[src/rtl/spi_master_arbiter.sv]
// Shares one MSB-first SPI master engine between NUM_REQ requesters, each with its own cs_n.
// Define SPI_ARB_RR_EN for round-robin arbitration; otherwise the lowest index wins.
module spi_master_arbiter #(
  parameter int NUM_REQ = 4,
  parameter int DATA_W  = 8,
  parameter int CLK_DIV = 2
) (
  input  logic                         clk,
  input  logic                         rst_n,
  input  logic [NUM_REQ-1:0]           req,
  input  logic [NUM_REQ*DATA_W-1:0]    tx_data,
  input  logic [NUM_REQ-1:0]           cpol,
  input  logic [NUM_REQ-1:0]           cpha,
  output logic [NUM_REQ-1:0]           gnt,
  output logic                         busy,
  output logic                         done,
  output logic [DATA_W-1:0]            rx_data,
  output logic [$clog2(NUM_REQ)-1:0]   rx_id,
  output logic                         sclk,
  output logic                         mosi,
  input  logic                         miso,
  output logic [NUM_REQ-1:0]           cs_n
);

  localparam int ID_W  = $clog2(NUM_REQ);
  localparam int DIV_W = $clog2(CLK_DIV + 1) + 1;
  localparam int TOG_W = $clog2(2 * DATA_W + 1);

  generate
    if (CLK_DIV < 1) begin : g_div_check
      $error("CLK_DIV must be >= 1");
    end
  endgenerate

  typedef enum logic [1:0] {IDLE, SETUP, XFER, HOLD} state_t;

  state_t              state_q, state_d;
  logic [DIV_W-1:0]    div_q, div_d;
  logic [TOG_W-1:0]    tog_q, tog_d;
  logic [DATA_W-1:0]   tx_q, tx_d;
  logic [DATA_W-1:0]   rxs_q, rxs_d;
  logic                cpol_q, cpol_d;
  logic                cpha_q, cpha_d;
  logic [ID_W-1:0]     id_q, id_d;
  logic [NUM_REQ-1:0]  gnt_q, gnt_d;
  logic                busy_q, busy_d;
  logic                done_q, done_d;
  logic [DATA_W-1:0]   rx_data_q, rx_data_d;
  logic [ID_W-1:0]     rx_id_q, rx_id_d;
  logic                sclk_q, sclk_d;
  logic                mosi_q, mosi_d;
  logic [NUM_REQ-1:0]  cs_n_q, cs_n_d;
  logic [ID_W-1:0]     win;

`ifdef SPI_ARB_RR_EN
  logic [ID_W-1:0]     ptr_q, ptr_d;
  int unsigned         rr_idx;

  // Scan from farthest to nearest so the last hit is the first requester after the pointer.
  always_comb begin
    win    = '0;
    rr_idx = 0;
    for (int unsigned k = 0; k < NUM_REQ; k++) begin
      rr_idx = (32'(ptr_q) + (NUM_REQ - 1 - k)) % NUM_REQ;
      if (req[rr_idx]) win = ID_W'(rr_idx);
    end
  end
`else
  always_comb begin
    win = '0;
    for (int unsigned k = NUM_REQ; k > 0; k--) begin
      if (req[k-1]) win = ID_W'(k - 1);
    end
  end
`endif

  always_ff @(posedge clk or negedge rst_n) begin
    if (!rst_n) begin
      state_q   <= IDLE;
      div_q     <= '0;
      tog_q     <= '0;
      tx_q      <= '0;
      rxs_q     <= '0;
      cpol_q    <= 1'b0;
      cpha_q    <= 1'b0;
      id_q      <= '0;
      gnt_q     <= '0;
      busy_q    <= 1'b0;
      done_q    <= 1'b0;
      rx_data_q <= '0;
      rx_id_q   <= '0;
      sclk_q    <= 1'b0;
      mosi_q    <= 1'b0;
      cs_n_q    <= '1;
`ifdef SPI_ARB_RR_EN
      ptr_q     <= '0;
`endif
    end else begin
      state_q   <= state_d;
      div_q     <= div_d;
      tog_q     <= tog_d;
      tx_q      <= tx_d;
      rxs_q     <= rxs_d;
      cpol_q    <= cpol_d;
      cpha_q    <= cpha_d;
      id_q      <= id_d;
      gnt_q     <= gnt_d;
      busy_q    <= busy_d;
      done_q    <= done_d;
      rx_data_q <= rx_data_d;
      rx_id_q   <= rx_id_d;
      sclk_q    <= sclk_d;
      mosi_q    <= mosi_d;
      cs_n_q    <= cs_n_d;
`ifdef SPI_ARB_RR_EN
      ptr_q     <= ptr_d;
`endif
    end
  end

  always_comb begin
    state_d   = state_q;
    div_d     = div_q;
    tog_d     = tog_q;
    tx_d      = tx_q;
    rxs_d     = rxs_q;
    cpol_d    = cpol_q;
    cpha_d    = cpha_q;
    id_d      = id_q;
    gnt_d     = '0;
    busy_d    = busy_q;
    done_d    = 1'b0;
    rx_data_d = rx_data_q;
    rx_id_d   = rx_id_q;
    sclk_d    = sclk_q;
    mosi_d    = mosi_q;
    cs_n_d    = cs_n_q;
`ifdef SPI_ARB_RR_EN
    ptr_d     = ptr_q;
`endif
    case (state_q)
      IDLE: begin
        busy_d = 1'b0;
        if (|req) begin
          gnt_d[win] = 1'b1;
          tx_d       = tx_data[32'(win)*DATA_W +: DATA_W];
          cpol_d     = cpol[win];
          cpha_d     = cpha[win];
          id_d       = win;
          busy_d     = 1'b1;
          sclk_d     = cpol[win];
          cs_n_d     = '1;
          cs_n_d[win] = 1'b0;
          mosi_d     = cpha[win] ? 1'b0 : tx_data[32'(win)*DATA_W + DATA_W - 1];
          rxs_d      = '0;
          div_d      = '0;
          tog_d      = '0;
          state_d    = SETUP;
`ifdef SPI_ARB_RR_EN
          ptr_d      = (32'(win) == NUM_REQ - 1) ? '0 : win + 1'b1;
`endif
        end
      end
      // The grant cycle itself sits in SETUP, so SETUP spans CLK_DIV+1 cycles.
      SETUP: begin
        if (div_q == DIV_W'(CLK_DIV)) begin
          div_d   = '0;
          state_d = XFER;
        end else begin
          div_d = div_q + 1'b1;
        end
      end
      XFER: begin
        if (div_q == DIV_W'(CLK_DIV - 1)) begin
          div_d  = '0;
          tog_d  = tog_q + 1'b1;
          sclk_d = ~sclk_q;
          if (tog_d[0]) begin
            if (cpha_q) begin
              mosi_d = tx_q[DATA_W-1];
              tx_d   = tx_q << 1;
            end else begin
              rxs_d = {rxs_q[DATA_W-2:0], miso};
            end
          end else begin
            if (cpha_q) begin
              rxs_d = {rxs_q[DATA_W-2:0], miso};
            end else if (tog_d != TOG_W'(2 * DATA_W)) begin
              mosi_d = tx_q[DATA_W-2];
              tx_d   = tx_q << 1;
            end
          end
          if (tog_d == TOG_W'(2 * DATA_W)) state_d = HOLD;
        end else begin
          div_d = div_q + 1'b1;
        end
      end
      HOLD: begin
        if (div_q == DIV_W'(CLK_DIV - 1)) begin
          div_d     = '0;
          cs_n_d    = '1;
          mosi_d    = 1'b0;
          done_d    = 1'b1;
          rx_data_d = rxs_q;
          rx_id_d   = id_q;
          state_d   = IDLE;
        end else begin
          div_d = div_q + 1'b1;
        end
      end
      default: state_d = IDLE;
    endcase
  end

  assign gnt     = gnt_q;
  assign busy    = busy_q;
  assign done    = done_q;
  assign rx_data = rx_data_q;
  assign rx_id   = rx_id_q;
  assign sclk    = sclk_q;
  assign mosi    = mosi_q;
  assign cs_n    = cs_n_q;

endmodule

[config.mk]
export PLATFORM = sky130hd
export DESIGN_NAME = spi_master_arbiter
export DESIGN_NICKNAME = d
export VERILOG_FILES = /design/src/rtl/spi_master_arbiter.sv
export SDC_FILE = /design/constraint.sdc
export NUM_CORES = 1
export LEC_CHECK = 0
export ABC_CLOCK_PERIOD_IN_PS = 3550
export CAP_MARGIN = 0
export CORE_MARGIN = 2
export CORE_UTILIZATION = 45
export CTS_CLUSTER_SIZE = 30
export DETAILED_ROUTE_END_ITERATION = 10
export PLACE_DENSITY = 0.74
export SLEW_MARGIN = 20
export SYNTH_ARGS = -nofsm -noshare
export SYNTH_HDL_FRONTEND = slang
export SYNTH_SLANG_ARGS = --single-unit
[constraint.sdc]
create_clock -name clk -period 3.55 [get_ports clk]
set_clock_uncertainty 0.15 [all_clocks]
set_input_delay 0.71 -clock clk [delete_from_list [all_inputs] [get_ports clk]]
set_output_delay 0.71 -clock clk [all_outputs]
set_load 0.03 [all_outputs]
==> reports/results.txt, run 1 <==
Clk Tree Root Cell: clkbuf_8
Number of enable-type register cells in the synthesized netlist: 0
Least-Margin Pin Slew: 0.902 ns
Post-CTS setup-driven buffer insertion count: 0
Diodes inserted: 0
Number of endpoints failing setup at the final stage: 0
Critical setup path kind: register to register
FF/Latch Area: 1280 um2
Width of the die: 82.2 um
Clock period minus final worst setup slack: 2.84 ns
Largest driver fanout on the critical path: 14
Area added between synthesis and finish: 32.1%
Global-route usage over all layers: 21.2%
Total Routed Length: 6.84 mm
WP data required: 3.59 ns
Number of port buffers: 68
Count of pins on the block boundary: 69
Synth async-reset ratio: 100%
Average vias per placed instance: 5.57
First-pass GRT wire length: 10.9 mm
DR iter-0 viols: 115
Finished layout cell area: 3640 um2
Reg2reg setup slack: 0.71 ns
Bufs on Longest Clock Path: 2
Initial standard-cell utilization of the core: 46.5%
DPL Wire Length: 5.02 mm
Count of different cell masters after synthesis: 48
Syn Nets: 330
DRC errors left: 0
Clock tree from TritonCTS: yes
Most area-consuming cells after synthesis: dfrtp_1, mux2_2, dfstp_2
Grt total ovfl: 0
Commonest cells in the synthesized netlist: dfrtp_1, nor2_1, o21ai_0
Status: completed
Number of filler cells placed in the layout: 499
Yosys top cell by area: dfrtp_1
Clock-pin slew of the registers on the worst-case setup and hold paths: 0.09 ns
Tightest Hold Check Type: input pin to async pin
Most numerous cell in the Yosys netlist: dfrtp_1
Main flop type after synthesis: dfrtp_1
Critical R2R Launch: state_q[0]$_DFFE_PN0P_
Share of layout cells above drive strength 1: 14.2%
Static Leakage: 1.55 nW
Count of clock tree sinks: 51
Hold buffer count at cts: 0
Pin count of the biggest net entering global routing: 52
Global placer's final weighted congestion: 0.798
RSZ-0062 raised after global routing: false
Vias in the first global route: 2252
Proportion of netlist area held by the largest area contributor: 42.7%
Number of cell instances on the worst register-to-register path: 6
Nets: 397
Total standard cell area after synthesis: 2760 um2
Arrival time at the worst endpoint: 2.88 ns
Post-cts gate resize count: 0
Post-detailed-route wirelength per cell: 16.3 um
CORE AREA: 5920 um2
Skew-Pair Late Insertion Delay: 0.31 ns
Standard-cell row count: 28
Synth Register Bits: 51
Number of levels the H-tree was split into: 2
Worst reg2reg endpoint: tx_q[1]$_DFFE_PN0P_
Final cycle utilization of the critical path: 79.9%
Gate count of the mapped netlist: 277
Number of antenna violations at the first check in global routing: 0
Number of endpoints with negative hold slack in the final report: 0
Synth Area per Inst: 9.95 um2
Antenna-violating nets left: 0
Routed via count: 2339
Initial DRT Pass Iterations: 4
Floorplan die height: 82.2 um
Standard cell area after detailed placement: 3520 um2
Setup TNS: 0 ns
Worst vdd ir: 0.427 mV
Number of maximum-capacitance violations: 0
Startpoint type of the worst setup path: register
Worst-case headroom to the max-slew limit: 39.8%
Fraction of the yosys area taken by sequential cells: 46.5%
CP max stage delay: 0.67 ns
CP Capture Type: register
Total Die Area: 6760 um2
Crit path cell chain: inv_1, ha_1, inv_1, o41ai_2, nor3_4, mux2_2
Total number of yosys warnings: 0
Cell at the slowest stage of the critical path: o41ai_2
Combined area of the multi-input logic cells: 1340 um2
Cell mode on critical path: inv_1
Power density over the cells: 700 nW/um2
Maximum clock frequency: 353 MHz
Number of buffers created by CTS: 5
Max Slew Vio Count: 0
Total power draw: 2.55 mW
## how the worst max path moves through the flow
| stage | from | end | slack (ns) | cells after the start |
|---|---|---|---|---|
| 2_1_floorplan | req[2] | mosi$_DFFE_PN0P_ | 1.17 | 7 |
| 3_3_place_gp | req[3] | mosi$_DFFE_PN0P_ | 0.52 | 7 |
| 3_5_place_dp | req[3] | mosi$_DFFE_PN0P_ | 0.47 | 7 |
| 4_1_cts | state_q[0]$_DFFE_PN0P_ | tx_q[1]$_DFFE_PN0P_ | 0.72 | 6 |
| 5_1_grt | state_q[0]$_DFFE_PN0P_ | tx_q[1]$_DFFE_PN0P_ | 0.52 | 6 |
| 6_report | state_q[0]$_DFFE_PN0P_ | tx_q[1]$_DFFE_PN0P_ | 0.71 | 6 |
## where the power goes
| group | switching (mW) | total [mW] | internal (mW) |
|---|---|---|---|
| sequential | 0.140 | 0.904 | 0.765 |
| clock | 0.196 | 0.428 | 0.232 |
| combinational | 0.659 | 1.22 | 0.557 |
| total | 0.995 | 2.55 | 1.55 |
## stage by stage
stage | setup slack [ns] | util [%] | hold slack, ns | std cells
finish | 0.715 | 61.5 | 0.268 | 420
global placement | 0.519 | 59.4 | 0.335 | 412
CTS | 0.724 | 61.4 | 0.368 | 420
detailed placement | 0.471 | 59.4 | 0.342 | 412
global route | 0.519 | 61.5 | 0.313 | 420
floorplan | 1.17 | - | 0.264 | 277
## cell usage in the layout (no fill, tap or decap), drive strengths merged, types with 3 or more instances in the layout
cell type	instances
a21o	3
a21oi	15
a222oi	6
a32oi	6
and2	5
and3	5
buf	10
clkbuf	6
clkdlybuf4s50	67
dfrtp	47
dfstp	4
ha	6
inv	16
mux2	19
mux2i	5
nand2	17
nand3	15
nor2	22
nor2b	10
nor3b	3
nor4b	3
o21ai	21
o22a	4
or2	3
## kinds of logic (layout without fill, tap and decap cells)
logic type / after synthesis / count (layout) / synth area share, %
simple gates: 91 / 91 / 17.8
fa+ha+maj: 6 / 6 / 2.72
mux: 24 / 24 / 9.58
compound gates: 70 / 70 / 17.6
xor+xnor: 3 / 3 / 0.954
buf+inv: 32 / 100 / 4.81
flops: 51 / 51 / 46.5
## sequential cells by signal, summed over array words and instances (netlist names), 2 cells and up
name / cells
rx_data: 8
rxs_q: 8
tx_q: 8
tog_q: 5
cs_n: 4
gnt: 4
div_q: 3
id_q: 2
rx_id: 2
state_q: 2
## critical path: cells and delay by family (launching register included)
family	cells	cell delay [ns]
AO/OA/AOI/OAI	1	0.67
adder cells (fa/ha/maj)	1	0.50
buffers and inverters	2	0.49
flip-flops	1	0.43
multiplexers	1	0.31
AND/OR/NAND/NOR	1	0.17
## area by class of cell
type,instances,share of cell area [%]
Timing Repair Buffer,77,20.5
Sequential cell,51,35.2
Inverter,15,1.55
Clock inverter,2,1.07
Tap cell,75,2.58
Clock buffer,6,2.27
Multi-Input combinational cell,194,36.9
## metal layers
layer	global-route usage (%)	up-vias	share of wire [%]
met5	0	-	0
met4	4.83	0	0.88
met3	4.46	7	5.5
met2	35.2	63	48
met1	28.6	1144	45
li1	-	1125	-
No activity file was read; power rests on OpenSTA's default activity.
==> run 2, diff against run 1 <==
Settings changed: ABC_CLOCK_PERIOD_IN_PS 3550 to 2660.
Clock period 3.55 ns to 2.66 ns, I/O delays scaled along.
==> run 2 against run 1 <==
Sequential power rose by 34%. Critical path depth did not move. First-iteration DRC count grew 66%. Count of clock-buffer cells in the layout unchanged. Non-clock buffer count increased by 12. Sequential share of layout area shrank 0.64 points.
==> reports/results.txt, run 2 (same netlist as run 1, synthesis figures left out) <==
Bufs on Longest Clock Path: 2 (unchanged)
Post-CTS setup-driven buffer insertion count: 0 (unchanged)
Number of levels the H-tree was split into: 2 (unchanged)
Number of port buffers: 68 (unchanged)
Number of cell instances on the worst register-to-register path: 6 (unchanged)
Area added between synthesis and finish: 34.6%
Post-cts gate resize count: 0 (unchanged)
DR iter-0 viols: 191 (+66%)
Worst path setup slack after routing: 0.272 ns (-0.443 ns)
Max Slew Vio Count: 0 (unchanged)
CP Capture Type: register
Global placer's final weighted congestion: 0.871 (+9.1%)
Initial DRT Pass Iterations: 5 (+1)
Setup TNS: 0 ns (unchanged)
Number of antenna violations at the first check in global routing: 0 (unchanged)
Power density over the cells: 903 nW/um2 (+29%)
Most common cell after layout, fill and taps aside: clkdlybuf4s50_1
Width of the die: 82.2 um (unchanged)
Number of buffers created by CTS: 5 (unchanged)
Maximum clock frequency: 419 MHz (+19%)
Standard cell area after detailed placement: 3620 um2 (+2.9%)
Clock tree from TritonCTS: yes
Finished layout cell area: 3710 um2 (+1.9%)
Status: completed
Diodes inserted: 0 (unchanged)
Placement Setup Slack: 0.110 ns (-0.360 ns)
Critical setup path kind: register to register
Share of layout cells above drive strength 1: 16.8% (+2.6 points)
Number of endpoints with negative hold slack in the final report: 0 (unchanged)
Post-Route Utilization: 62.6% (+1.1 points)
Nets: 409 (+3.0%)
Antenna-violating nets left: 0 (unchanged)
RSZ-0062 raised after global routing: false
Commonest non-fill, non-tap cells in the layout: clkdlybuf4s50_1, dfrtp_1, nor2_1
Standard-cell row count: 28 (unchanged)
DRC errors left: 0 (unchanged)
Worst vdd ir: 0.493 mV (+16%)
Startpoint type of the worst setup path: register
Clock-pin slew of the registers on the worst-case setup and hold paths: 0.10 ns (about the same)
Total power draw: 3.35 mW (+31%)
Number of endpoints failing setup at the final stage: 0 (unchanged)
Static Leakage: 1.59 nW (+2.8%)
Pin count of the biggest net entering global routing: 24 (-54%)
Hold buffer count at cts: 0 (unchanged)
Tightest Hold Check Type: input pin to async pin
Total Die Area: 6760 um2 (unchanged)
Least-Margin Pin Slew: 0.542 ns (-0.361 ns)
WP data required: 2.71 ns (-0.88 ns)
Number of maximum-capacitance violations: 0 (unchanged)
Number of filler cells placed in the layout: 530 (+6.2%)
Count of clock tree sinks: 51 (unchanged)
Clk Tree Root Cell: clkbuf_8
Initial standard-cell utilization of the core: 46.5% (unchanged)
First-pass GRT wire length: 11.1 mm (+2.0%)
Clock period minus final worst setup slack: 2.39 ns (-0.447 ns)
DPL Wire Length: 5.22 mm (+4.0%)
Vias in the first global route: 2276 (+1.1%)
Routed via count: 2388 (+2.1%)
Grt total ovfl: 0 (unchanged)
CORE AREA: 5920 um2 (unchanged)
Count of pins on the block boundary: 69 (unchanged)
Floorplan die height: 82.2 um (unchanged)
Global-route usage over all layers: 21.6% (+0.38 points)
Average vias per placed instance: 5.53 (-0.74%)
Total Routed Length: 7.04 mm (+2.9%)
Final cycle utilization of the critical path: 89.8% (+9.9 points)
Skew-Pair Late Insertion Delay: 0.31 ns (about the same)
Largest driver fanout on the critical path: 7 (-7)
Arrival time at the worst endpoint: 2.44 ns (-0.44 ns)
Worst-case headroom to the max-slew limit: 63.8% (+24 points)
Post-detailed-route wirelength per cell: 16.3 um (about the same)
## run 2: routing by layer
layer / routed length (um) / track usage (%) / vias to the layer above
met5: 0 / 0 / -
met4: 104 / 6.00 / 0
met3: 450 / 4.24 / 11
met2: 3260 / 34.5 / 66
met1: 3220 / 30.0 / 1161
li1: - / - / 1150
## run 2: final cells by class
cell class	instances	area, um2	share of cell area [%]
timing repair buffer	89	846	22.8
multi-input combinational	194	1340	36.2
inverter	15	56.3	1.52
tap	75	93.8	2.53
clock buffer	6	72.6	1.96
clock inverter	2	16.3	0.439
sequential	51	1280	34.6
## run 2: worst max-delay path: stages, from the launching register on
cell	delay, ns
dfrtp_1	0.43
ha_1	0.32
or2_2	0.37
nor4b_1	0.27
o31ai_1	0.15
a21oi_1	0.23
mux2_2	0.36
## run 2: worst paths after layout
kind,startpoint,endpoint,slack (ns)
setup / recovery,state_q[0]$_DFFE_PN0P_,state_q[1]$_DFFE_PN0P_,0.27
hold / removal,rst_n,tog_q[0]$_DFFE_PN0P_,0.02
setup reg to reg,state_q[0]$_DFFE_PN0P_,state_q[1]$_DFFE_PN0P_,0.27
hold reg to reg,tx_q[3]$_DFFE_PN0P_,tx_q[3]$_DFFE_PN0P_,0.36
max in group asynchronous,rst_n,cs_n[1]$_DFFE_PN1P_,1.64
min in group clk,tx_q[3]$_DFFE_PN0P_,tx_q[3]$_DFFE_PN0P_,0.36
## run 2: report_power, final
group	switching, mW	internal [mW]
clock network	0.267	0.189
logic	0.882	0.802
registers	0.188	1.02
total	1.34	2.01
## run 2: stage by stage
step                hold slack (ns)  instances
floorplan                    0.0864        277
global placement              0.337        424
detailed placement            0.346        424
CTS                          0.0316        432
global route                 0.0620        432
finish                       0.0180        432
==> run 3, diff against run 2 <==
Settings changed: ABC_AREA from default to 1.
==> run 3 against run 2 <==
Via count increased by 5.2%. Final area decreased by 2.1%. Sequential cell count is the same. Cell count is 15% higher. Critical path depth shrank 5. Die area unchanged. First-iteration DRC count is 30% lower. Register-to-register slack gained 0.32 ns. Sequential share of layout area up 0.75 points. Critical path type is now register to primary output. Largest cell class unchanged.
==> reports/results.txt, run 3 <==
Clock-pin slew of the registers on the worst-case setup and hold paths: 0.10 ns (about the same)
Max layer used: met4
Arrival time at the worst endpoint: 1.54 ns (-0.90 ns)
Clk Tree Root Cell: clkbuf_8
Count of pins on the block boundary: 69 (unchanged)
Gate count of the mapped netlist: 350 (+26%)
Post-detailed-route wirelength per cell: 12.8 um (-22%)
Nets: 473 (+16%)
Startpoint type of the worst setup path: register
Pin count of the biggest net entering global routing: 52 (+120%)
Main flop type after synthesis: dfrtp_1
Post-cts gate resize count: 0 (unchanged)
Standard-cell row count: 28 (unchanged)
Skew-Pair Late Insertion Delay: 0.31 ns (about the same)
Net switching power of the design: 329 uW (-75%)
Combinational Power Share: 9.6% (-41 points)
Most numerous cell in the Yosys netlist: nand2_1
Synth async-reset ratio: 100% (unchanged)
First-pass GRT wire length: 10.5 mm (-5.9%)
Hold buffer count at cts: 0 (unchanged)
Floorplan die height: 82.2 um (unchanged)
Bufs on Longest Clock Path: 2 (unchanged)
Main combinational cell family by area after synthesis: simple AND/OR/NAND/NOR gates
Global placer's final weighted congestion: 0.858 (-1.5%)
Routed via count: 2511 (+5.2%)
Global-route usage over all layers: 19.9% (-1.6 points)
Clock tree from TritonCTS: yes
RSZ-0062 raised after global routing: false
Reg2reg setup slack: 0.59 ns (+0.32 ns)
Critical R2R Launch: state_q[0]$_DFFE_PN0P_
Number of levels the H-tree was split into: 2 (unchanged)
Most common cell after layout, fill and taps aside: nand2_1
Diodes inserted: 0 (unchanged)
Total number of yosys warnings: 0 (unchanged)
Fraction of the yosys area taken by sequential cells: 46.5% (unchanged)
Number of maximum-capacitance violations: 0 (unchanged)
Setup TNS: 0 ns (unchanged)
Power density over the cells: 405 nW/um2 (-55%)
Met3 wire length: 347 um (-23%)
Total standard cell area after synthesis: 2760 um2 (unchanged)
CP Capture Type: primary output
Initial DRT Pass Iterations: 4 (-1)
WP data required: 1.98 ns (-0.73 ns)
CP max stage delay: 0.68 ns (+0.25 ns)
Number of filler cells placed in the layout: 519 (-2.1%)
Commonest cells in the synthesized netlist: nand2_1, dfrtp_1, nand3_1
Largest driver fanout on the critical path: 2 (-5)
Worst-case headroom to the max-slew limit: 58.1% (-5.7 points)
Average vias per placed instance: 5.06 (-8.4%)
Final cycle utilization of the critical path: 83.5% (-6.3 points)
Maximum clock frequency: 450 MHz (+7.5%)
DR iter-0 viols: 133 (-30%)
Syn Nets: 403 (+22%)
Share of synthesized cell area in full adder, half adder and majority cells: 2.72% (unchanged)
Yosys top cell by area: dfrtp_1
Antenna-violating nets left: 0 (unchanged)
DPL Wire Length: 4.79 mm (-8.3%)
Number of port buffers: 68 (unchanged)
Crit path cell chain: clkdlybuf4s50_1
Post-CTS setup-driven buffer insertion count: 0 (unchanged)
Tightest Hold Check Type: input pin to async pin
Share of layout cells above drive strength 1: 10.5% (-6.4 points)
Vias in the first global route: 2303 (+1.2%)
Simple-gate portion of the synthesized area: 32.8% (+15 points)
Count of clock tree sinks: 51 (unchanged)
Post-Route M1 WL: 3.20 mm (-0.75%)
Switching Fraction: 22.4% (-18 points)
Compound-gate portion of the synthesized area: 11.1% (-6.4 points)
Area added between synthesis and finish: 31.7%
Number of enable-type register cells in the synthesized netlist: 0 (unchanged)
Static Leakage: 1.73 nW (+8.8%)
Initial standard-cell utilization of the core: 46.5% (unchanged)
Grt total ovfl: 0 (unchanged)
Internal power: 1.14 mW (-43%)
Max Slew Vio Count: 0 (unchanged)
Commonest non-fill, non-tap cells in the layout: nand2_1, clkdlybuf4s50_1, dfrtp_1
Clock period minus final worst setup slack: 2.22 ns (-0.166 ns)
Number of endpoints failing setup at the final stage: 0 (unchanged)
Post-Route Utilization: 61.3% (-1.3 points)
Met2 layer wire length in the routed design: 2.74 mm (-16%)
Critical setup path kind: register to primary output
Crit-path leading delay family: buffers and inverters
CP Buf/Inv Count: 1 (+1)
Number of cell instances on the worst register-to-register path: 10 (+4)
Post-synthesis mux area share: 0% (-9.6 points)
Worst reg2reg endpoint: mosi$_DFFE_PN0P_
CORE AREA: 5920 um2 (unchanged)
Worst vdd ir: 0.215 mV (-56%)
Width of the die: 82.2 um (unchanged)
DRC errors left: 0 (unchanged)
Cell at the slowest stage of the critical path: clkdlybuf4s50_1
Number of buffers created by CTS: 5 (unchanged)
XOR/XNOR share of the synthesized area: 0% (-0.95 points)
Total Die Area: 6760 um2 (unchanged)
Portion of total power attributed to sequential cells: 53.4% (+17 points)
Synth Area per Inst: 7.87 um2 (-21%)
Least-Margin Pin Slew: 0.627 ns (+0.0854 ns)
Status: completed
Most area-consuming cells after synthesis: dfrtp_1, nand2_1, nand3_1
Number of antenna violations at the first check in global routing: 0 (unchanged)
Synth Register Bits: 51 (unchanged)
Count of different cell masters after synthesis: 33 (-31%)
Proportion of netlist area held by the largest area contributor: 42.7% (unchanged)
Part of the total power dissipated in the clock network: 37.0% (+23 points)
Number of endpoints with negative hold slack in the final report: 0 (unchanged)
Total Routed Length: 6.33 mm (-10%)
==> run 3: cell count changes after synthesis, sizes merged, moves of 10 or more <==
cell,change
inv,+19
mux2,-19
nand2,+84
nand3,+31
nor2b,-10
o21ai,+25
==> run 3: worst max-delay path by stage <==
stage                           startpoint             endpoint  slack, ns  cells after the start
floorplan           state_q[0]$_DFFE_PN0P_     mosi$_DFFE_PN0P_       0.84                     11
global placement                    req[2]  tx_q[0]$_DFFE_PN0P_       0.39                      8
detailed placement                  req[2]  tx_q[3]$_DFFE_PN0P_       0.34                      8
CTS                    cs_n[1]$_DFFE_PN1P_              cs_n[1]       0.42                      1
global route           cs_n[1]$_DFFE_PN1P_              cs_n[1]       0.39                      1
finish                 cs_n[1]$_DFFE_PN1P_              cs_n[1]       0.44                      1
==> run 3: cells by family after synthesis <==
| family | count (synthesis) |
|---|---|
| flops | 51 |
| buf+inv | 45 |
| fa+ha+maj | 6 |
| compound gates | 57 |
| simple gates | 191 |
==> run 3: layout make-up <==
cell class / count / area (um2) / area share (%)
multi-input combinational: 254 / 1280 / 35.4
tap: 75 / 93.8 / 2.59
clock inverter: 3 / 46.3 / 1.28
clock buffer: 5 / 68.8 / 1.90
timing repair buffer: 74 / 721 / 19.9
inverter: 34 / 133 / 3.66
sequential: 51 / 1280 / 35.3
==> run 3: metrics by stage <==
step / power [mW] / hold WS [ns] / area (um2) / instances / setup slack, ns
after floorplan: 0.840 / 0.0864 / 2760 / 350 / 0.840
after global placement: 0.940 / 0.311 / 3510 / 488 / 0.387
after detailed placement: 0.942 / 0.320 / 3510 / 488 / 0.344
after CTS: 1.49 / 0.182 / 3630 / 496 / 0.416
after global routing: 1.53 / 0.231 / 3630 / 496 / 0.392
final: 1.47 / 0.172 / 3630 / 496 / 0.438
==> run 3: routing by layer <==
| metal | global-route usage, % | vias up |
|---|---|---|
| li1 | - | 1282 |
| met1 | 29.6 | 1140 |
| met2 | 29.5 | 83 |
| met3 | 4.89 | 6 |
| met4 | 4.00 | 0 |
| met5 | 0 | - |
==> run 3: power groups by stage <==
stage,clock [mW],combinational (mW),sequential (mW)
5_1_grt,0.589,0.157,0.786
6_report,0.544,0.141,0.785
3_3_place_gp,0,0.140,0.800
2_1_floorplan,0,0.0402,0.800
4_1_cts,0.560,0.142,0.785
3_5_place_dp,0,0.142,0.800
==> patch, RTL diff (config.mk and constraints of run 2) <==
Build with the macro `SPI_ARB_RR_EN` defined.
--- a/src/rtl/spi_master_arbiter.sv
+++ b/src/rtl/spi_master_arbiter.sv
@@ -2,2 +2,4 @@
 // Define SPI_ARB_RR_EN for round-robin arbitration; otherwise the lowest index wins.
+`define SPI_ARB_RR_EN
+
 module spi_master_arbiter #(
Behaviour: no difference found for any inputs over 10 cycles, from zero or initial values and one cycle with rst_n low; that may be too few to reach the edited logic, so the function may still have changed.
==> patch against run 2 <==
Worst setup slack got worse by 13 ps; cell area rose by 4.0%; count of clock-buffer cells in the layout fell by 1; sequential cell count rose by 2; total power rose by 8.5%; clock power rose by 9.0%; largest power group unchanged; sequential share of layout area barely moved; routed wire length fell by 8.6%; critical path type is now input pin to flop; area after synthesis rose by 5.9%.
==> patch: results (changes against run 2) <==
drt:
  drt_iter0_markers: 61  # was 191
  drt_pass1_iterations: 4  # was 5
  drt-total-wl_um: 6436  # was 7040 um
setup_path:
  r2r-start: "div_q[2]$_DFFE_PN0N_"  # was state_q[0]$_DFFE_PN0P_
  reg2regPathDepth: 6  # unchanged
  cp_top_family: "compound AO/OA/AOI/OAI gates"  # was simple AND/OR/NAND/NOR gates
  arrival_ps: 2500  # was 2440 ps
  max_stage_delay_ps: 560  # was 430 ps
  cpMaxStageDelayCell: "clkdlybuf4s50_1"  # was dfrtp_1
  setup.worst_path.start: "req[0]"  # was state_q[0]$_DFFE_PN0P_
synthesis:
  synth.distinct_cells: 52  # was 48
  ys_seq_area_share_pct: 45.61  # was 46.50%
  ys_top_cells_by_count: "dfrtp_1, nand2_1, mux2i_1"  # was dfrtp_1, nor2_1, o21ai_0
  syn_nets: 344  # was 330
  synthMuxAreaShare_pct: 14.53  # was 9.582%
  synthCells: 288  # was 277
  synth_area_leaders: "dfrtp_1, mux2i_1, mux2_2"  # was dfrtp_1, mux2_2, dfstp_2
  synth-xor-area-share_pct: 0.9001  # was 0.9537%
  synthAdderAreaFrac_pct: 3.858  # was 2.725%
place:
  dp_cells: 434  # was 424
  postPlaceCellArea_mm2: 0.003757  # was 0.003618 mm^2
  gp_congestion: 0.8172  # was 0.8712
  place_worst_setup_slack_ps: -30.37  # was 110.2 ps
clocking:
  cts_sinks: 53  # was 51
layout:
  multi_input_gates: 212  # was 194
  buffers_excl_clock: 82  # was 89
  multiInputGateArea_mm2: 0.001461  # was 0.001341 mm^2
  final_cells: 442  # was 432
  seq_share_pct: 34.53  # was 34.56%
  nNonClkInverters: 10  # was 15
  nets: 420  # was 409
  fillCellCount: 541  # was 530
  drive_gt1_share_pct: 14.79  # was 16.81%
  final-nonclk-buf-share_pct: 21.23  # was 22.81%
  clkCellAreaFrac_pct: 2.532  # was 2.396%
grt:
  global_route.usage.total_pct: 19.42  # was 21.59%
  grt_max_degree: 29  # was 24
  grt_first_pass_wirelength_um: 11270  # was 11,140 um
power_and_ir_drop:
  peakVddDrop_v: 0.0006242  # was 0.0004935 V
outcome:
  status: "finished clean"  # unchanged
sta:
  slew_headroom_pct: 55.74  # was 63.81%
patch: power breakdown:
group          total (mW)  switching, mW  internal, mW
Clock               0.497          0.298         0.199
Combinational        1.93           1.04         0.890
Sequential           1.21          0.170          1.04
patch: worst register-to-register path, stage by stage (launching register included):
cell and delay, ps:
dfrtp_1 440, or3b_1 530, nor3b_1 330, inv_1 90
a31oi_2 380, o22ai_1 150, a21oi_1 120
patch: worst paths after layout:
| check | to | slack [ps] |
|---|---|---|
| worst min register to register | id_q[0]$_DFFE_PN0P_ | 360 |
| min in group clk | id_q[0]$_DFFE_PN0P_ | 360 |
| worst max register to register | tx_q[4]$_DFFE_PN0P_ | 390 |
| max in group asynchronous | sclk$_DFFE_PN0P_ | 1710 |
| worst min-delay path | div_q[2]$_DFFE_PN0N_ | 80 |
| worst max-delay path | mosi$_DFFE_PN0P_ | 260 |
patch: metal layers:
metal	wire, um	track usage (%)	up-vias
met5	0	0	-
met4	58	4.762	0
met3	199	3.540	5
li1	-	-	1185
met1	3048	26.09	1111
met2	3130	32.71	45
